**src/rtl/sprite_frame_scheduler_pkg.sv**
```systemverilog
// Shared types for the sprite frame scheduler: opcodes, parser states, per-object state.
package sprite_pkg;

  typedef enum logic [3:0] {
    OP_SET_X   = 4'd1,
    OP_SET_Y   = 4'd2,
    OP_SET_VIS = 4'd3,
    OP_SET_HP  = 4'd4
  } opcode_e;

  typedef enum logic [1:0] {
    IDLE = 2'd0,
    GOT0 = 2'd1,
    GOT1 = 2'd2,
    EXEC = 2'd3
  } parse_state_e;

  typedef struct packed {
    logic [9:0] x;
    logic [9:0] y;
    logic       vis;
    logic [7:0] hp;
  } obj_state_t;

  function automatic logic is_valid_op(input logic [3:0] op);
    return (op >= 4'd1) && (op <= 4'd4);
  endfunction

endpackage

```
**src/rtl/sprite_frame_scheduler_cmd_parser.sv**
```systemverilog
// Assembles 3-byte commands, validates op/id at EXEC and emits a one-cycle write or error pulse.
module cmd_parser
  import sprite_pkg::*;
#(
  parameter int NOBJ    = 4,
  parameter int TIMEOUT = 1048575
) (
  input  logic        i_clk,
  input  logic        i_reset,
  input  logic [7:0]  i_rx_byte,
  input  logic        i_rx_valid,
  output logic        o_wr_en,
  output logic [3:0]  o_wr_id,
  output logic [3:0]  o_wr_op,
  output logic [15:0] o_wr_arg,
  output logic        o_err
);

  localparam int CW = (TIMEOUT < 2) ? 1 : $clog2(TIMEOUT + 1);

  parse_state_e r_state;
  logic [CW-1:0] r_idle;
  logic [7:0]    r_b0;
  logic [15:0]   r_arg;
  logic          r_wr_en;
  logic          r_err;

  always_ff @(posedge i_clk) begin
    if (i_reset) begin
      r_state <= IDLE;
      r_idle  <= '0;
      r_b0    <= '0;
      r_arg   <= '0;
      r_wr_en <= 1'b0;
      r_err   <= 1'b0;
    end else begin
      r_wr_en <= 1'b0;
      r_err   <= 1'b0;
      case (r_state)
        IDLE: begin
          r_idle <= '0;
          if (i_rx_valid) begin
            r_b0    <= i_rx_byte;
            r_state <= GOT0;
          end
        end
        GOT0, GOT1: begin
          if (i_rx_valid) begin
            r_idle <= '0;
            if (r_state == GOT0) begin
              r_arg[15:8] <= i_rx_byte;
              r_state     <= GOT1;
            end else begin
              r_arg[7:0] <= i_rx_byte;
              r_state    <= EXEC;
            end
          end else if (r_idle == CW'(TIMEOUT - 1)) begin
            // Stalled mid-command: drop the partial bytes and count it as an error.
            r_idle  <= '0;
            r_err   <= 1'b1;
            r_state <= IDLE;
          end else begin
            r_idle <= r_idle + 1'b1;
          end
        end
        EXEC: begin
          r_state <= IDLE;
          if (is_valid_op(r_b0[7:4]) && ({1'b0, r_b0[3:0]} < 5'(NOBJ)))
            r_wr_en <= 1'b1;
          else
            r_err <= 1'b1;
        end
        default: r_state <= IDLE;
      endcase
    end
  end

  assign o_wr_en  = r_wr_en;
  assign o_err    = r_err;
  assign o_wr_id  = r_b0[3:0];
  assign o_wr_op  = r_b0[7:4];
  assign o_wr_arg = r_arg;

endmodule

```
**src/rtl/sprite_frame_scheduler.sv**
```systemverilog
// Shadow/active object register file; shadow commits to active atomically on each vsync falling edge.
module sprite_frame_scheduler
  import sprite_pkg::*;
#(
  parameter int NOBJ    = 4,
  parameter int TIMEOUT = 1048575
) (
  input  logic               vgaclk,
  input  logic               reset,
  input  logic [7:0]         rx_byte,
  input  logic               rx_valid,
  input  logic               vsync,
  output logic [NOBJ*10-1:0] obj_x,
  output logic [NOBJ*10-1:0] obj_y,
  output logic [NOBJ-1:0]    obj_vis,
  output logic [NOBJ*8-1:0]  obj_hp,
  output logic [7:0]         frame_cnt,
  output logic [7:0]         err_cnt,
  output logic               dirty
);

  logic        w_wr_en;
  logic        w_err;
  logic [3:0]  w_wr_id;
  logic [3:0]  w_wr_op;
  logic [15:0] w_wr_arg;
  logic        w_fall;

  obj_state_t r_shadow [NOBJ];
  obj_state_t r_active [NOBJ];
  logic       r_vsync_q;
  logic [7:0] r_frame_cnt;
  logic [7:0] r_err_cnt;
  logic       r_dirty;

  cmd_parser #(
    .NOBJ    (NOBJ),
    .TIMEOUT (TIMEOUT)
  ) u_cmd_parser (
    .i_clk      (vgaclk),
    .i_reset    (reset),
    .i_rx_byte  (rx_byte),
    .i_rx_valid (rx_valid),
    .o_wr_en    (w_wr_en),
    .o_wr_id    (w_wr_id),
    .o_wr_op    (w_wr_op),
    .o_wr_arg   (w_wr_arg),
    .o_err      (w_err)
  );

  assign w_fall = r_vsync_q & ~vsync;

  always_ff @(posedge vgaclk) begin
    if (reset) begin
      for (int i = 0; i < NOBJ; i++) begin
        r_shadow[i] <= '0;
        r_active[i] <= '0;
      end
      r_vsync_q   <= 1'b1;
      r_frame_cnt <= '0;
      r_err_cnt   <= '0;
      r_dirty     <= 1'b0;
    end else begin
      r_vsync_q <= vsync;
      if (w_fall)
        r_frame_cnt <= r_frame_cnt + 8'd1;
      if (w_err && (r_err_cnt != 8'hFF))
        r_err_cnt <= r_err_cnt + 8'd1;
      // Active takes the pre-write shadow when a write lands on the fall cycle.
      if (w_fall && r_dirty) begin
        for (int i = 0; i < NOBJ; i++)
          r_active[i] <= r_shadow[i];
      end
      for (int i = 0; i < NOBJ; i++) begin
        if (w_wr_en && (w_wr_id == 4'(i))) begin
          case (opcode_e'(w_wr_op))
            OP_SET_X:   r_shadow[i].x   <= w_wr_arg[9:0];
            OP_SET_Y:   r_shadow[i].y   <= w_wr_arg[9:0];
            OP_SET_VIS: r_shadow[i].vis <= w_wr_arg[0];
            OP_SET_HP:  r_shadow[i].hp  <= w_wr_arg[7:0];
            default:    ;
          endcase
        end
      end
      if (w_wr_en)
        r_dirty <= 1'b1;
      else if (w_fall)
        r_dirty <= 1'b0;
    end
  end

  genvar g;
  for (g = 0; g < NOBJ; g++) begin : g_pack
    assign obj_x[10*g +: 10] = r_active[g].x;
    assign obj_y[10*g +: 10] = r_active[g].y;
    assign obj_vis[g]        = r_active[g].vis;
    assign obj_hp[8*g +: 8]  = r_active[g].hp;
  end

  assign frame_cnt = r_frame_cnt;
  assign err_cnt   = r_err_cnt;
  assign dirty     = r_dirty;

endmodule

```
**config.mk**
```make
export PLATFORM = sky130hd
export DESIGN_NAME = sprite_frame_scheduler
export DESIGN_NICKNAME = d
export VERILOG_FILES = /design/src/rtl/sprite_frame_scheduler_pkg.sv /design/src/rtl/sprite_frame_scheduler_cmd_parser.sv /design/src/rtl/sprite_frame_scheduler.sv
export SDC_FILE = /design/constraint.sdc
export NUM_CORES = 1
export LEC_CHECK = 0
export ABC_AREA = 1
export CAP_MARGIN = 20
export CORE_MARGIN = 3
export CORE_UTILIZATION = 50
export CTS_CLUSTER_SIZE = 12
export DETAILED_ROUTE_END_ITERATION = 6
export GPL_TIMING_DRIVEN = 0
export HOLD_SLACK_MARGIN = 0.12
export PLACE_DENSITY = 0.75
export SYNTH_ARGS = -nofsm -noshare
export SYNTH_HDL_FRONTEND = slang
export SYNTH_SLANG_ARGS = --single-unit
```
**constraint.sdc**
```tcl
create_clock -name vgaclk -period 13 [get_ports vgaclk]
set_clock_uncertainty 0.2 [all_clocks]
set_input_delay 2.6 -clock vgaclk [delete_from_list [all_inputs] [get_ports vgaclk]]
set_output_delay 2.6 -clock vgaclk [all_outputs]
set_load 0.02 [all_outputs]
```
# ---- After elaboration in Yosys (flattened, before gate mapping)
# Memories as Yosys holds them, arrays and structs flattened.
# Index checks and enable logic that the tools add are counted.
dict set report totals {
  output_inout_bits 133
  input_bits 12
  ram_bits 232
  regBits 60
  word_cells 167
  n_memories 2
}
# memory words word_bits read_ports rd_clocked_by_memory_dff wr line
set mem_list {}
lappend mem_list {r_active 4 29 4 0 4 sprite_frame_scheduler.sv:30} ;# obj_state_t r_active [NOBJ];
lappend mem_list {r_shadow 4 29 4 0 4 sprite_frame_scheduler.sv:29} ;# obj_state_t r_shadow [NOBJ];
dict set report classes {
  n_reduce_logical 18
  n_bitwise 24
  order_cmp 3
  n_mux 92
  eq_ne 14
  add_sub_neg 3
}
# op n
set ops {}
lappend ops {{$mux 29} 4}
lappend ops {{$mux 10} 8}
lappend ops {{$mux 1} 68}
lappend ops {{$mux 20} 2}
lappend ops {{$pmux 20 s2} 1}
lappend ops {{$mux 8} 4}
lappend ops {{$add 20x1->20 const B} 1}
lappend ops {{$eq 20x20->1 const B} 1}
lappend ops {{$or 1x1->1} 20}
lappend ops {{$add 8x1->8 const B} 2}
lappend ops {{$eq 4x2->1 const B} 4}
lappend ops {{$eq 4x1->1 const B} 2}
lappend ops {{$logic_and 1x1->1} 8}
lappend ops {{$ne 8x8->1 const B} 1}
lappend ops {{$mux 2} 3}
lappend ops {{$pmux 2 s3} 1}
lappend ops {{$reduce_and 3->1} 2}
lappend ops {{$eq 2x2->1 const B} 2}
lappend ops {{$eq 4x3->1 const B} 1}
lappend ops {{$ge 4x1->1 const B} 1}
lappend ops {{$le 4x3->1 const B} 1}
lappend ops {{$logic_not 4->1} 1}
lappend ops {{$lt 4x3->1 const B} 1}
lappend ops {{$reduce_and 2->1} 2}
lappend ops {{9 further kinds} 13}

# ---- Depth between registers and ports, before layout
dict set report depth {
  depth_word 7
  mapped_depth 11
  mapped_depth_nobuf 11
}

# ---- Modules after synthesis
# From an unflattened synthesis, not the netlist that was laid out.
dict set report unflattened {
  cells_unflattened 1103
  area_unflattened_um2 11872.6
}
# module n_inst seq_area_each_um2 area_per_inst_um2 cells_each
set by_module_without_submodules {}
lappend by_module_without_submodules {sprite_frame_scheduler 1 7327.0 9739.3 811}
lappend by_module_without_submodules {cmd_parser 1 960.9 2133.3 292}

# ---- Least setup slack after synthesis
# Ideal clock, no wire load.
dict set report synth_timing {
  kind {in2reg}
  start {input port reset}
  end {memory r_active[0][0] (netlist bit), enable pin}
  required_ns 11.769
  path_slack_ns 6.603
  path_buffers 2
  setup_time_ns 1.031
  arrival_time_ns 5.166
  path_stages 4
  cell_sequence {inv_1 buf_2 buf_1 nand2_1}
}
# item line
set synth_lines {}
lappend synth_lines {{from (decl)} sprite_frame_scheduler.sv:9} ;# input logic reset,
lappend synth_lines {{to (decl)} sprite_frame_scheduler.sv:30}

==> impl_metrics.ini <==
[sta]
report.final.slew_viol_count = 0
fin_hold_ws_ns = 0.279
max_freq_ghz = 0.197
relSlewSlack_pct = 33.7
rsz0062_at_grt = no
fin_crit_ns = 5.09
worst_pin_slew_ns = 0.995
period_share_pct = 39.1
hold_viol_final = 0
tns_ns = 0
setup_viol = 0

[critical_path]
reg2regPathDepth = 6
ff2ff_setup_slack_ns = 10.61
arrival_ns = 5.15
r2r-end = r_shadow[0][27]
path_cells = clkdlybuf4s50_1 > inv_1 > buf_2 > buf_1 > nand2_4 > buf_16 > buf_12
crit_path_end_kind = flop
worstSetupStartpointType = input pin
cp_num_buf_inv = 6
crit_required_ns = 13.06
critPathTopFamily = buffers and inverters
path_max_fanout = 47
crit_path_top_delay_cell = buf_1
cpPeakStageDelay_ns = 0.55
cp-endpoint = r_active[3][2]
r2r_start = u_cmd_parser.r_b0[6]
path_depth = 7
crit_type = input pin to flop
startpoint = reset

[power_and_ir_drop]
powerDensity_nw_per_um2 = 146
fin_total_pwr_mw = 2.06
vdd_ir_drop_max_v = 0.000110
leakage_nw = 5.28

[layout]
layout-drive-gt1-share_pct = 6.54
utilization_pct = 63.9
fill_cells = 1701
area.sequential_um2 = 8170
stdcell_count = 1519
multi_input_area_um2 = 2420
syn_to_final_growth_pct = 23.9
layout_commonest_cell = nor2_1
mostFrequentLayoutCells = nor2_1 (293), edfxtp_1 (232), inv_1 (180), clkdlybuf4s50_1 (144), nand2_1 (90)
num_antenna_cells = 0
nNetsFinal = 1237

[clock_tree]
clk_latency_ns = 0.53
cts_tree = done
clock-root-buffer = clkbuf_16
post-cts-setup-buffers = 0
clk_path_buf_depth = 3
cts.sinks = 292
postCtsHoldBufs = 0
htreeDepth = 1
numCtsBuffers = 29
path_clk_slew_ns = 0.06
ctsResizeCount = 0

[grt]
grt_overflow_total = 0
grtUsageTotal_pct = 18.9
grt_pass1_wl_mm = 36.7
grt_max_degree = 48
grt_pass1_vias = 7155
antenna_found_initial = 1

[outcome]
status = finished clean

[logic_synthesis]
ys_ff_latch = 292
yosysTopAreaCellShare_pct = 61.0
syn_inst = 1039
yosys_warnings = 0
ys_types = 35
ys_seq_area_share_pct = 71.5
yosys.area.top_type = edfxtp_1
synth.avg_cell_area_um2 = 11.0
syn_nets = 1059
synth_area_um2 = 11400
synth_area_leaders = edfxtp_1 (61%), dfxtp_1 (11%), nor2_1 (9.6%)

[die]
start_util_pct = 51.6
die_area_um2 = 24700
die_w_um = 157
core_region_area_um2 = 22200
fp-row-count = 54
die_h_um = 157
io_pins = 145

[min_path]
holdCritPathClass = flop to flop

[placed_design]
portBuffers = 144
gp_congestion = 0.826
dp_hpwl_mm = 15.7
dp.cells = 1466

[drt]
firstDrtPassIters = 5
drt_iter0_markers = 497
viasPerCell = 4.88
drt_wl_total_mm = 23.1
vias = 7412
antenna_left = 0
wire_per_inst_um = 15.2
drc_errors = 0

[job]
cap_violations = 0
==> synthesized netlist by cell type (all sizes together) <==
cell type / count
o21bai: 2
or2: 2
nor4: 1
nand4: 7
ha: 8
nand3: 18
buf: 11
clkbuf: 20
o21ai: 28
xnor2: 7
o21a: 2
inv: 184
xor2: 10
a21oi: 30
nand2: 96
nor2: 304
nand3b: 2
edfxtp: 232
nor3: 12
clkinv: 2
dfxtp: 60
a31oi: 1
==> stage by stage <==
| stage | worst slack (ns) | cell area [um2] |
|---|---|---|
| 2_1_floorplan | 6.60 | 11400 |
| 3_3_place_gp | 4.54 | 13200 |
| 3_5_place_dp | 7.39 | 13300 |
| 4_1_cts | 7.93 | 14200 |
| 5_1_grt | 7.73 | 14200 |
| 6_report | 7.91 | 14200 |
==> logic make-up after synthesis <==
logic type | count (synthesis) | synth area share, %
AND/OR/NAND/NOR | 442 | 16.0
adder cells (fa/ha/maj) | 8 | 0.876
buffers and inverters | 217 | 7.37
AO/OA/AOI/OAI | 63 | 2.96
XOR/XNOR | 17 | 1.30
flip-flops | 292 | 71.5
==> cell type report <==
class	count	area share [%]
multi-input combinational	530	17.1
sequential	292	57.7
timing repair buffer	147	10.6
tap	280	2.47
clock inverter	2	0.0707
inverter	186	4.95
clock buffer	51	6.16
buffer	31	0.999
==> worst min path at each step <==
stage                                  from                      end  slack [ns]  cells after the start
finish                         frame_cnt[2]             frame_cnt[2]        0.28                      2
global route                   frame_cnt[2]             frame_cnt[2]        0.31                      2
CTS                            frame_cnt[2]             frame_cnt[2]        0.28                      2
detailed placement             frame_cnt[2]             frame_cnt[2]        0.27                      2
global placement               frame_cnt[2]             frame_cnt[2]        0.26                      2
floorplan           u_cmd_parser.r_idle[12]  u_cmd_parser.r_idle[12]        0.26                      2
==> per-layer routing <==
layer  global-route usage, %  routed length, um
met3                    4.87               2100
met4                    6.28                655
met5                       0                 13
met1                    24.7               9300
met2                    31.3              11000
==> worst min-delay path, stage by stage (launching register included) <==
cell and delay, ns:
dfxtp_1 0.33, inv_1 0.06, a21oi_1 0.05
==> report_power, final <==
part | internal, mW | leakage, nW | switching, mW
Sequential | 1.05 | 2.88 | 0.0204
Clock | 0.449 | 0.431 | 0.321
Combinational | 0.0648 | 1.97 | 0.157
==> sequential cells by signal, summed over array words and instances (netlist names) <==
register               flops
u_cmd_parser.o_wr_arg     10
r_shadow                 116
u_cmd_parser.r_b0          8
u_cmd_parser.o_err         1
u_cmd_parser.o_wr_en       1
frame_cnt                  8
dirty                      1
r_active                 116
u_cmd_parser.r_idle       20
err_cnt                    8
r_vsync_q                  1
u_cmd_parser.r_state       2
Note: power is estimated with default switching activity, not from simulation.
